--- src/rtl/pbs_pkg.sv ---
// Shared types and default sizes for the battle-simulator turn logic.
package pbs_pkg;

  localparam int HP_W_DEF        = 4;
  localparam int SPD_W_DEF       = 8;
  localparam int MOVE_W_DEF      = 2;
  localparam int ACK_TIMEOUT_DEF = 255;
  localparam int CNT_W           = 8;

  // Turn sequencing states.
  typedef enum logic [3:0] {
    ST_COLLECT,
    ST_ORDER,
    ST_REQ1,
    ST_CHK1,
    ST_REQ2,
    ST_CHK2,
    ST_DONE,
    ST_VICTORY,
    ST_LOSS
  } state_e;

  // Trainer encoding, shared with the damage datapath's active_trainer/target.
  typedef enum logic {
    PLAYER = 1'b0,
    AI     = 1'b1
  } trainer_e;

endpackage

--- src/rtl/pbs_turn_order.sv ---
// Decides who attacks first: faster side wins, ties alternate via tie_pref.
module pbs_turn_order
  import pbs_pkg::*;
#(
  parameter int SPD_W = SPD_W_DEF
) (
  input  logic             clk,
  input  logic             reset_n,
  input  logic             strobe_i,
  input  logic [SPD_W-1:0] p_speed_i,
  input  logic [SPD_W-1:0] ai_speed_i,
  output trainer_e         first_o
);

  logic tie_pref_q, tie_pref_d;
  logic tie;

  // Speed compare; on a tie the preference register picks the side.
  always_comb begin
    tie        = (p_speed_i == ai_speed_i);
    tie_pref_d = tie_pref_q;
    if (p_speed_i > ai_speed_i)      first_o = PLAYER;
    else if (ai_speed_i > p_speed_i) first_o = AI;
    else                             first_o = tie_pref_q ? AI : PLAYER;
    if (strobe_i && tie) tie_pref_d = ~tie_pref_q;
  end

  // Tie preference only moves when a tie is resolved in ORDER.
  always_ff @(posedge clk or negedge reset_n) begin
    if (!reset_n) tie_pref_q <= 1'b0;
    else          tie_pref_q <= tie_pref_d;
  end

endmodule

--- src/rtl/pbs_turn_sched.sv ---
// Turn scheduler: collects both moves, orders attacks by speed, drives the
// damage request handshake and checks HP after each attack.
module pbs_turn_sched
  import pbs_pkg::*;
#(
  parameter int HP_W        = HP_W_DEF,
  parameter int SPD_W       = SPD_W_DEF,
  parameter int MOVE_W      = MOVE_W_DEF,
  parameter int ACK_TIMEOUT = ACK_TIMEOUT_DEF
) (
  input  logic              clk,
  input  logic              reset_n,
  input  logic              p_move_valid,
  output logic              p_move_ready,
  input  logic [MOVE_W-1:0] p_move,
  input  logic              ai_move_valid,
  output logic              ai_move_ready,
  input  logic [MOVE_W-1:0] ai_move,
  input  logic [SPD_W-1:0]  p_speed,
  input  logic [SPD_W-1:0]  ai_speed,
  input  logic [HP_W-1:0]   p_hp,
  input  logic [HP_W-1:0]   ai_hp,
  output logic              dmg_req,
  output logic              dmg_attacker,
  output logic [MOVE_W-1:0] dmg_move,
  input  logic              dmg_ack,
  output logic              turn_done,
  output logic [CNT_W-1:0]  turn_count,
  output logic              victory,
  output logic              loss,
  output logic              timeout_err
);

  localparam int WAIT_W = $clog2(ACK_TIMEOUT + 1);
  localparam logic [WAIT_W-1:0] WAIT_LAST = WAIT_W'(ACK_TIMEOUT - 1);

  state_e              state_q, state_d;
  logic                p_held_q, p_held_d, ai_held_q, ai_held_d;
  logic [MOVE_W-1:0]   p_move_q, p_move_d, ai_move_q, ai_move_d;
  trainer_e            att_q, att_d;
  logic [WAIT_W-1:0]   wait_q, wait_d;
  logic [CNT_W-1:0]    cnt_q, cnt_d;
  logic                tmo_q, tmo_d;
  trainer_e            first;

  pbs_turn_order #(.SPD_W(SPD_W)) u_order (
    .clk       (clk),
    .reset_n   (reset_n),
    .strobe_i  (state_q == ST_ORDER),
    .p_speed_i (p_speed),
    .ai_speed_i(ai_speed),
    .first_o   (first)
  );

  // Outputs decode straight from registers so an async reset clears them at once.
  always_comb begin
    p_move_ready  = (state_q == ST_COLLECT) && !p_held_q;
    ai_move_ready = (state_q == ST_COLLECT) && !ai_held_q;
    dmg_req       = (state_q == ST_REQ1) || (state_q == ST_REQ2);
    dmg_attacker  = att_q;
    dmg_move      = (att_q == AI) ? ai_move_q : p_move_q;
    turn_done     = (state_q == ST_DONE);
    turn_count    = cnt_q;
    victory       = (state_q == ST_VICTORY);
    loss          = (state_q == ST_LOSS);
    timeout_err   = tmo_q;
  end

  // Next-state logic; the wait counter is zero outside a request so each
  // request starts its own timeout window.
  always_comb begin
    state_d   = state_q;
    p_held_d  = p_held_q;
    ai_held_d = ai_held_q;
    p_move_d  = p_move_q;
    ai_move_d = ai_move_q;
    att_d     = att_q;
    wait_d    = '0;
    cnt_d     = cnt_q;
    tmo_d     = tmo_q;
    unique case (state_q)
      ST_COLLECT: begin
        if (p_move_valid && p_move_ready) begin
          p_held_d = 1'b1;
          p_move_d = p_move;
        end
        if (ai_move_valid && ai_move_ready) begin
          ai_held_d = 1'b1;
          ai_move_d = ai_move;
        end
        if (p_held_d && ai_held_d) state_d = ST_ORDER;
      end
      ST_ORDER: begin
        att_d   = first;
        state_d = ST_REQ1;
      end
      ST_REQ1, ST_REQ2: begin
        wait_d = wait_q + WAIT_W'(1);
        if (dmg_ack) begin
          state_d = (state_q == ST_REQ1) ? ST_CHK1 : ST_CHK2;
        end else if (wait_q == WAIT_LAST) begin
          // Abandon the turn: no turn_done, moves discarded.
          tmo_d     = 1'b1;
          state_d   = ST_COLLECT;
          p_held_d  = 1'b0;
          ai_held_d = 1'b0;
          p_move_d  = '0;
          ai_move_d = '0;
        end
      end
      ST_CHK1, ST_CHK2: begin
        // AI fainting is checked first so a double KO counts as a win.
        if (ai_hp == '0)     state_d = ST_VICTORY;
        else if (p_hp == '0) state_d = ST_LOSS;
        else if (state_q == ST_CHK1) begin
          att_d   = (att_q == PLAYER) ? AI : PLAYER;
          state_d = ST_REQ2;
        end else begin
          state_d = ST_DONE;
        end
      end
      ST_DONE: begin
        if (cnt_q != '1) cnt_d = cnt_q + CNT_W'(1);
        p_held_d  = 1'b0;
        ai_held_d = 1'b0;
        p_move_d  = '0;
        ai_move_d = '0;
        state_d   = ST_COLLECT;
      end
      default: ; // VICTORY / LOSS hold until reset
    endcase
  end

  // State and datapath registers.
  always_ff @(posedge clk or negedge reset_n) begin
    if (!reset_n) begin
      state_q   <= ST_COLLECT;
      p_held_q  <= 1'b0;
      ai_held_q <= 1'b0;
      p_move_q  <= '0;
      ai_move_q <= '0;
      att_q     <= PLAYER;
      wait_q    <= '0;
      cnt_q     <= '0;
      tmo_q     <= 1'b0;
    end else begin
      state_q   <= state_d;
      p_held_q  <= p_held_d;
      ai_held_q <= ai_held_d;
      p_move_q  <= p_move_d;
      ai_move_q <= ai_move_d;
      att_q     <= att_d;
      wait_q    <= wait_d;
      cnt_q     <= cnt_d;
      tmo_q     <= tmo_d;
    end
  end

endmodule

--- config.mk ---
export PLATFORM = sky130hd
export DESIGN_NAME = pbs_turn_sched
export DESIGN_NICKNAME = d
export VERILOG_FILES = /design/src/rtl/pbs_pkg.sv /design/src/rtl/pbs_turn_order.sv /design/src/rtl/pbs_turn_sched.sv
export SDC_FILE = /design/constraint.sdc
export NUM_CORES = 1
export LEC_CHECK = 0
export CAP_MARGIN = 20
export CORE_MARGIN = 5
export CORE_UTILIZATION = 45
export CTS_CLUSTER_SIZE = 28
export DETAILED_ROUTE_END_ITERATION = 10
export PLACE_DENSITY = 0.87
export SLEW_MARGIN = 10
export SYNTH_ARGS = -nofsm -noshare
export SYNTH_HDL_FRONTEND = slang
export SYNTH_HIERARCHICAL = 1
export SYNTH_SLANG_ARGS = --single-unit
export TNS_END_PERCENT = 5
--- constraint.sdc ---
create_clock -name clk -period 2.2 [get_ports clk]
set_input_delay 0.66 -clock clk [delete_from_list [all_inputs] [get_ports clk]]
set_output_delay 0.66 -clock clk [all_outputs]
set_load 0.05 [all_outputs]
==> results_dict.tcl <==
set metrics [dict create \
    place_congestion 0.795 \
    antenna_cells 0 \
    crit_fanout 3 \
    crit_slowest_cell "or4_1" \
    total_power_mw 2.75 \
    period_minus_slack_ps 2160 \
    gr-total-overflow 0 \
    grt_max_degree 30 \
    rr_worst_depth 4 \
    antenna_left 0 \
    cts_hold_buf 0 \
    hold_depth 1 \
    syn_nets 223 \
    ys_types 50 \
    ys.flop_type "dfrtp_1" \
    cap_violations 0 \
    path_depth 8 \
    fmax_mhz 464 \
    numCtsBuffers 5 \
    required_ps 2360 \
    root_buffer "clkbuf_8" \
    io_buffers 50 \
    drtPass1Iterations 4 \
    die_w_um 72.8 \
    dp_hpwl_mm 3.23 \
    via_per_inst 5.42 \
    hold_slack_ps 466 \
    grt_pass1_vias 1620 \
    status "complete, no violations" \
    drc 0 \
    worst_slew_pin_slew_ps 592 \
    critPathLaunchType "input pin" \
    timing.final.crit_share 0.980 \
    endpoint_kind "flip-flop" \
    max_slew_margin 0.602 \
    antenna_found_initial 0 \
    cpLargestDelayFamily "simple AND/OR/NAND/NOR gates" \
    critPathArrivalTime_ps 2320 \
    report.final.slew_viol_count 0 \
    multi_input_area_um2 1070 \
    synth_edf_count 0 \
    path_clk_slew_ps 60 \
    worstHoldPathType "flip-flop to flip-flop" \
    peakVddDrop_v 0.000543 \
    numClockSinks 29 \
    area_delta_synth_final_pct 45.8 \
    path_cells "clkdlybuf4s15_1, ha_4, nand4_1, or3_1, o31a_1, or4_1, o21ai_1, a21oi_1" \
    htreeDepth 2 \
    skew_ps 2.57 \
    grt_pass1_wl_mm 7.28 \
    syn_inst 179 \
    seq_area_frac_synth 0.409 \
    fp-row-count 22 \
    num_vias 1587 \
    wl_per_cell_um 15.4 \
    pin_count 51 \
    initial_core_util 0.474 \
    syn-cell-area_um2 1770 \
    ys_ff_latch 29 \
    crit_buf_inv 1 \
    fp.dieArea_um2 5300 \
    synthArstFlopShare 1.00 \
    grtUsageTotal 0.177 \
    syn_area_per_cell_um2 9.91 \
    drtIter0Drc 59 \
    cts_tree "done" \
    fillers 279 \
    finalHoldViolations 0 \
    final_cell_mix "dfrtp_1, buf_4, clkdlybuf4s50_1" \
    drive_above_1_share 0.351 \
    seq_area_um2 728 \
    nets 289 \
    clock_path_buffers 2 \
    leakagePower_nw 1.17 \
    setup_viol 0 \
    synth_warnings 6 \
    fin_tns_setup_ps 0 \
    p_per_area_nw_per_um2 1060 \
    slowest_delay_ps 460 \
    utilization 0.691 \
    critPathKind "input pin to flip-flop" \
    worstSkewPairLatency_ps 280 \
    wirelength_mm 4.50 \
    core_region_area_um2 3740 \
    die_h_um 72.8 \
]
==> flip-flops by register name, indices dropped and copies added (netlist names) <==
signal              count
ai_held_q               1
timeout_err             1
ai_move_q               2
dmg_attacker            1
wait_q                  8
state_q                 4
turn_count              8
p_move_q                2
p_held_q                1
u_order/tie_pref_q      1
==> synth_stat cells (all sizes together), types with 3 or more instances <==
cell / count / share of area
mux2: 3 / 0.019
a21oi: 7 / 0.022
a32o: 4 / 0.023
buf: 4 / 0.022
xor2: 12 / 0.059
xnor2: 3 / 0.015
dfrtp: 29 / 0.41
nor3: 4 / 0.011
nor4: 3 / 0.014
nand2: 10 / 0.023
o311ai: 3 / 0.015
nand3: 9 / 0.028
inv: 16 / 0.034
a22o: 4 / 0.020
o21ai: 6 / 0.017
ha: 11 / 0.078
nand4: 4 / 0.018
nor2: 19 / 0.044
==> layout make-up <==
type | instances | area share
Multi-Input combinational cell | 128 | 0.413
Tap cell | 48 | 0.0232
Clock buffer | 7 | 0.0334
Timing Repair Buffer | 65 | 0.225
Inverter | 16 | 0.0232
Sequential cell | 29 | 0.282
==> repair_timing <==
item,in CTS,in global routing
buffers inserted,1,1
gates resized for setup,45,25
pin swaps,15,9
setup endpoints to repair,2,4
==> report_power, final <==
part | leakage (nW) | switching (mW) | total, mW | internal (mW)
clock | 0.0443 | 0.196 | 0.444 | 0.248
combinational | 0.747 | 0.790 | 1.43 | 0.636
sequential | 0.384 | 0.207 | 0.883 | 0.676
==> path summary, 6_finish.rpt <==
path / start / slack [ps] / to
max: ai_speed[3] / 40 / dmg_attacker
min: timeout_err / 470 / timeout_err
max reg2reg: turn_count[0] / 470 / turn_count[1]
min reg2reg: timeout_err / 470 / timeout_err
max in group asynchronous: reset_n / 1160 / state_q[3]
min in group asynchronous: reset_n / 750 / turn_count[1]
==> through the flow <==
step	instances	worst slack, ps	area (µm²)
2_1_floorplan	179	-67.3	1790
3_3_place_gp	284	-533	2430
3_5_place_dp	284	-598	2430
4_1_cts	292	-0.185	2590
5_1_grt	293	-74.8	2590
6_report	293	44.8	2590
==> cells by family after synthesis <==
group / Yosys count / synth area share
AOI/OAI and AO/OA: 35 / 0.153
adders and majority gates: 13 / 0.0896
buffers and inverters: 22 / 0.0599
DFF: 29 / 0.409
muxes: 4 / 0.0247
xor gates and xnor gates: 15 / 0.0741
and+or+nand+nor: 61 / 0.190
==> per-layer routing <==
metal | track usage | part of all wire | vias up
met3 | 0.0496 | 0.054 | 8
li1 | - | - | 774
met1 | 0.202 | 0.41 | 754
met5 | 0 | 0 | -
met2 | 0.321 | 0.52 | 51
met4 | 0.0492 | 0.016 | 0
No activity file was read; power rests on OpenSTA's default activity.
